--- src/rtl/demux_lane_sched.sv ---
// Serial-to-parallel lane demultiplexer.
// Accepted bytes are distributed round-robin over four lane registers. A group
// closes either when lane 3 is written (full) or when the stream pauses
// mid-group (partial, via a one-cycle flush state). Each close emits a
// one-cycle group_done pulse with the valid-lane mask and bumps group_cnt.
module demux_lane_sched (
    input  logic       clk,
    input  logic       reset,
    input  logic       enable,
    input  logic       valid_in,
    input  logic [7:0] data_in,
    output logic [7:0] data_out0,
    output logic [7:0] data_out1,
    output logic [7:0] data_out2,
    output logic [7:0] data_out3,
    output logic [3:0] out_valid,
    output logic [1:0] lane_sel,
    output logic       group_done,
    output logic [3:0] group_mask,
    output logic [7:0] group_cnt
);

    typedef enum logic [1:0] {
        StIdle  = 2'd0,
        StRun   = 2'd1,
        StFlush = 2'd2
    } state_e;

    state_e     state_q;
    logic [7:0] data_q [4];
    logic [3:0] out_valid_q;
    logic [1:0] lane_sel_q;
    logic       group_done_q;
    logic [3:0] group_mask_q;
    logic [7:0] group_cnt_q;

    logic       accept;
    logic [1:0] wr_lane;
    logic [3:0] valid_upd;

    // Byte acceptance, target lane and the resulting lane-valid bits.
    always_comb begin
        accept  = enable & valid_in;
        // Only RUN continues a group; IDLE and FLUSH always start at lane 0.
        wr_lane = (state_q == StRun) ? lane_sel_q : 2'd0;
        if (wr_lane == 2'd0) begin
            valid_upd = 4'b0001;
        end else begin
            valid_upd = out_valid_q | (4'b0001 << wr_lane);
        end
    end

    // Scheduler FSM with all outputs registered.
    always_ff @(posedge clk) begin
        if (reset) begin
            state_q      <= StIdle;
            data_q[0]    <= 8'h00;
            data_q[1]    <= 8'h00;
            data_q[2]    <= 8'h00;
            data_q[3]    <= 8'h00;
            out_valid_q  <= 4'b0000;
            lane_sel_q   <= 2'd0;
            group_done_q <= 1'b0;
            group_mask_q <= 4'b0000;
            group_cnt_q  <= 8'h00;
        end else begin
            group_done_q <= 1'b0;
            if (accept) begin
                data_q[wr_lane] <= data_in;
                out_valid_q     <= valid_upd;
                lane_sel_q      <= wr_lane + 2'd1;
            end
            unique case (state_q)
                StIdle: begin
                    if (accept) state_q <= StRun;
                end
                StRun: begin
                    if (accept) begin
                        if (lane_sel_q == 2'd3) begin
                            group_done_q <= 1'b1;
                            group_mask_q <= 4'b1111;
                            group_cnt_q  <= group_cnt_q + 8'd1;
                        end
                    end else if (lane_sel_q != 2'd0) begin
                        state_q <= StFlush;
                    end else begin
                        state_q <= StIdle;
                    end
                end
                StFlush: begin
                    // Mask uses the pre-edge valid bits, before any lane-0 restart.
                    group_done_q <= 1'b1;
                    group_mask_q <= out_valid_q;
                    group_cnt_q  <= group_cnt_q + 8'd1;
                    if (accept) begin
                        state_q <= StRun;
                    end else begin
                        lane_sel_q <= 2'd0;
                        state_q    <= StIdle;
                    end
                end
                default: state_q <= StIdle;
            endcase
        end
    end

    assign data_out0  = data_q[0];
    assign data_out1  = data_q[1];
    assign data_out2  = data_q[2];
    assign data_out3  = data_q[3];
    assign out_valid  = out_valid_q;
    assign lane_sel   = lane_sel_q;
    assign group_done = group_done_q;
    assign group_mask = group_mask_q;
    assign group_cnt  = group_cnt_q;

endmodule

--- config.mk ---
export PLATFORM = sky130hd
export DESIGN_NAME = demux_lane_sched
export DESIGN_NICKNAME = d
export VERILOG_FILES = /design/src/rtl/demux_lane_sched.sv
export SDC_FILE = /design/constraint.sdc
export NUM_CORES = 1
export LEC_CHECK = 0
export CAP_MARGIN = 20
export CORE_MARGIN = 2
export CORE_UTILIZATION = 45
export CTS_CLUSTER_SIZE = 30
export DETAILED_ROUTE_END_ITERATION = 16
export PLACE_DENSITY = 0.84
export SKIP_LAST_GASP = 1
export SYNTH_ARGS = -nofsm -noshare
export SYNTH_HDL_FRONTEND = slang
export SYNTH_SLANG_ARGS = --single-unit
--- constraint.sdc ---
create_clock -name clk -period 2.8 [get_ports clk]
set_input_delay 0.28 -clock clk [delete_from_list [all_inputs] [get_ports clk]]
set_output_delay 0.28 -clock clk [all_outputs]
set_load 0.01 [all_outputs]
==> results.json <==
{
  "dr.pass1.iters": 4,
  "setup_viol": 0,
  "grt_pass1_wl_um": 7610,
  "layout_setup_ws_ns": 0.641,
  "skew_ns": 0.00884,
  "rows": 25,
  "rsz0062_at_grt": "no",
  "regArea_um2": 1380,
  "min_period_over_period": 0.771,
  "clock-root-buffer": "clkbuf_8",
  "synth_edf_count": 32,
  "drt_wl_total_um": 4640,
  "ys_types": 30,
  "cts_tree": "built",
  "cts.reportedPaths.clkPinSlew_ns": 0.10,
  "area_delta_synth_final_pct": 35.8,
  "holdCritStartpoint": "out_valid[0]",
  "synth_ff_type": "edfxtp_1",
  "final_net_count": 281,
  "grt_usage": 0.187,
  "critPathLaunch": "state_q[1]",
  "crit_arrival_ns": 2.14,
  "viasPerCell": 4.89,
  "fill_cells": 394,
  "avgSynthCellArea_um2": 11.2,
  "io_pins": 63,
  "timing.hold.ws_ns": 0.499,
  "dp_hpwl_um": 3540,
  "min_period_ns": 2.16,
  "drc": 0,
  "clk_path_buf_depth": 2,
  "vias": 1614,
  "yosysWarningCount": 0,
  "wire_per_inst_um": 14.1,
  "io_buffers": 62,
  "h-tree-depth": 2,
  "cap_violations": 0,
  "syn_area_um2": 2200,
  "syn_nets": 216,
  "crit_path_start_kind": "flip-flop",
  "path_cells": "inv_1, ha_1, nand2_2, or3_2, nand2b_1",
  "setup.worst_path.class": "reg -> reg",
  "core-area_um2": 4720,
  "die_area_um2": 5470,
  "seq_area_frac_synth": 0.627,
  "max_stage_delay_ns": 0.58,
  "cts_setup_buffers": 0,
  "antenna_found_initial": 0,
  "max_freq_mhz": 463,
  "die_w_um": 74.0,
  "ys_ff_latch": 53,
  "die_y_um": 74.0,
  "multi_input_area_um2": 721,
  "min_path_type": "reg -> reg",
  "clk_latency_ns": 0.31,
  "diodes": 0,
  "grt_pass1_vias": 1622,
  "finalSetupTns_ns": 0,
  "clock-sinks": 53,
  "cts_resized": 0,
  "cp_max_fo": 10,
  "drive_gt1_frac": 0.0875,
  "ctsHoldBuffers": 0,
  "numCtsBuffers": 5,
  "hold_violations": 0,
  "grt_max_degree": 24,
  "tightest_slew_ns": 0.855,
  "powerDensity_nw_per_um2": 481,
  "status": "finished, final reports clean",
  "drtIter0Drc": 75,
  "slowest_stage": "or3_2",
  "grt.overflow.total": 0,
  "ant_nets": 0,
  "gp_congestion": 0.765,
  "cp_top_family": "simple AND/OR/NAND/NOR gates",
  "ys_async_sr_fraction": 0,
  "max-vdd-ir-drop_mv": 0.318,
  "final_cells": 330,
  "netlist_instances": 197,
  "fin_util": 0.633,
  "start_util": 0.466,
  "maxSlewHeadroom": 0.429,
  "dp_slack_ns": 0.578,
  "p_leak_uw": 0.00115,
  "reg2reg_from": "state_q[1]",
  "critPathRequiredTime_ns": 2.78,
  "cp-end-kind": "flip-flop",
  "report.final.slew_viol_count": 0,
  "place_inst": 322,
  "path_buf_inv": 1
}
[cell type report]
class                   instances  area share
clock buffers                   5      0.0230
clock inverters                 3     0.00878
inverters                      18      0.0226
multi-input cells             119       0.241
flip-flops and latches         53       0.462
well taps                      67      0.0280
repair buffers                 65       0.215
[power breakdown]
group          switching [µW]  internal [µW]  leakage [µW]
registers                11.5            851      0.000502
clock network             263            182     0.0000423
logic                    63.7           68.0      0.000608
[cell families (layout without fill, tap and decap cells)]
logic type	after synthesis	count (layout)	share of synthesized area
AO/OA/AOI/OAI	19	19	0.0681
XOR/XNOR	1	1	0.00398
adder cells (fa/ha/maj)	7	7	0.0397
buffers and inverters	25	91	0.0460
flip-flops	53	53	0.627
multiplexers	7	7	0.0346
AND/OR/NAND/NOR	85	85	0.181
[path summary, 6_finish.rpt]
path / endpoint / depth (start not counted) / slack [ns]
hold / removal: group_mask[0] / 2 / 0.50
setup reg to reg: data_q[2][4] / 5 / 0.64
hold reg to reg: group_mask[0] / 2 / 0.50
setup / recovery: data_q[2][4] / 5 / 0.64
[flip-flops by register name, summed over array words and instances (netlist names), named ones only]
signal	count
state_q	2
group_mask	4
group_done	1
out_valid	2
lane_sel	2
data_q	32
group_cnt	8
[cell usage in the layout (no fill, tap or decap), types with 2 or more instances in the layout]
master,instances
mux2_2,5
a211oi_1,2
clkdlybuf4s50_1,62
and2_1,9
nand2_1,15
a31o_2,2
nand4_1,2
nand3_1,6
mux2i_1,2
nor2b_1,5
a21oi_1,8
clkinvlp_4,2
nor4_1,2
buf_4,3
clkbuf_8,5
inv_1,18
a311oi_1,4
nand2_2,2
nor2_1,36
edfxtp_1,32
dfxtp_1,21
nand2b_1,3
ha_1,7
[synthesized netlist by cell type, types with 2 or more instances]
| cell | number | area share |
|---|---|---|
| a211oi_1 | 2 | 0.0068 |
| a21oi_1 | 8 | 0.018 |
| a311oi_1 | 4 | 0.016 |
| a31o_2 | 2 | 0.0080 |
| and2_1 | 9 | 0.026 |
| clkbuf_1 | 6 | 0.010 |
| dfxtp_1 | 21 | 0.19 |
| edfxtp_1 | 32 | 0.44 |
| ha_1 | 7 | 0.040 |
| inv_1 | 18 | 0.031 |
| mux2_2 | 5 | 0.026 |
| mux2i_1 | 2 | 0.0091 |
| nand2_1 | 15 | 0.026 |
| nand2_2 | 2 | 0.0057 |
| nand2b_1 | 3 | 0.0085 |
| nand3_1 | 6 | 0.014 |
| nand4_1 | 2 | 0.0057 |
| nor2_1 | 36 | 0.061 |
| nor2b_1 | 5 | 0.014 |
| nor4_1 | 2 | 0.0057 |
[tightest hold or removal path, stage by stage (launching register included)]
cell	delay (ns)
dfxtp_1	0.34
inv_1	0.06
a311oi_1	0.06
[per-stage QoR]
step           cell area (µm²)  total power (µW)
3_5_place_dp              2900              1010
4_1_cts                   2990              1450
6_report                  2990              1440
5_1_grt                   2990              1500
3_3_place_gp              2900              1010
2_1_floorplan             2200               934
[routing by layer]
metal | GRT usage | part of all wire | vias up
met2 | 0.332 | 0.49 | 58
met4 | 0.0768 | 0.023 | 0
met5 | 0 | 0 | -
met1 | 0.216 | 0.42 | 749
li1 | - | - | 797
met3 | 0.0474 | 0.065 | 10
Note: power is estimated with default switching activity, not from simulation.
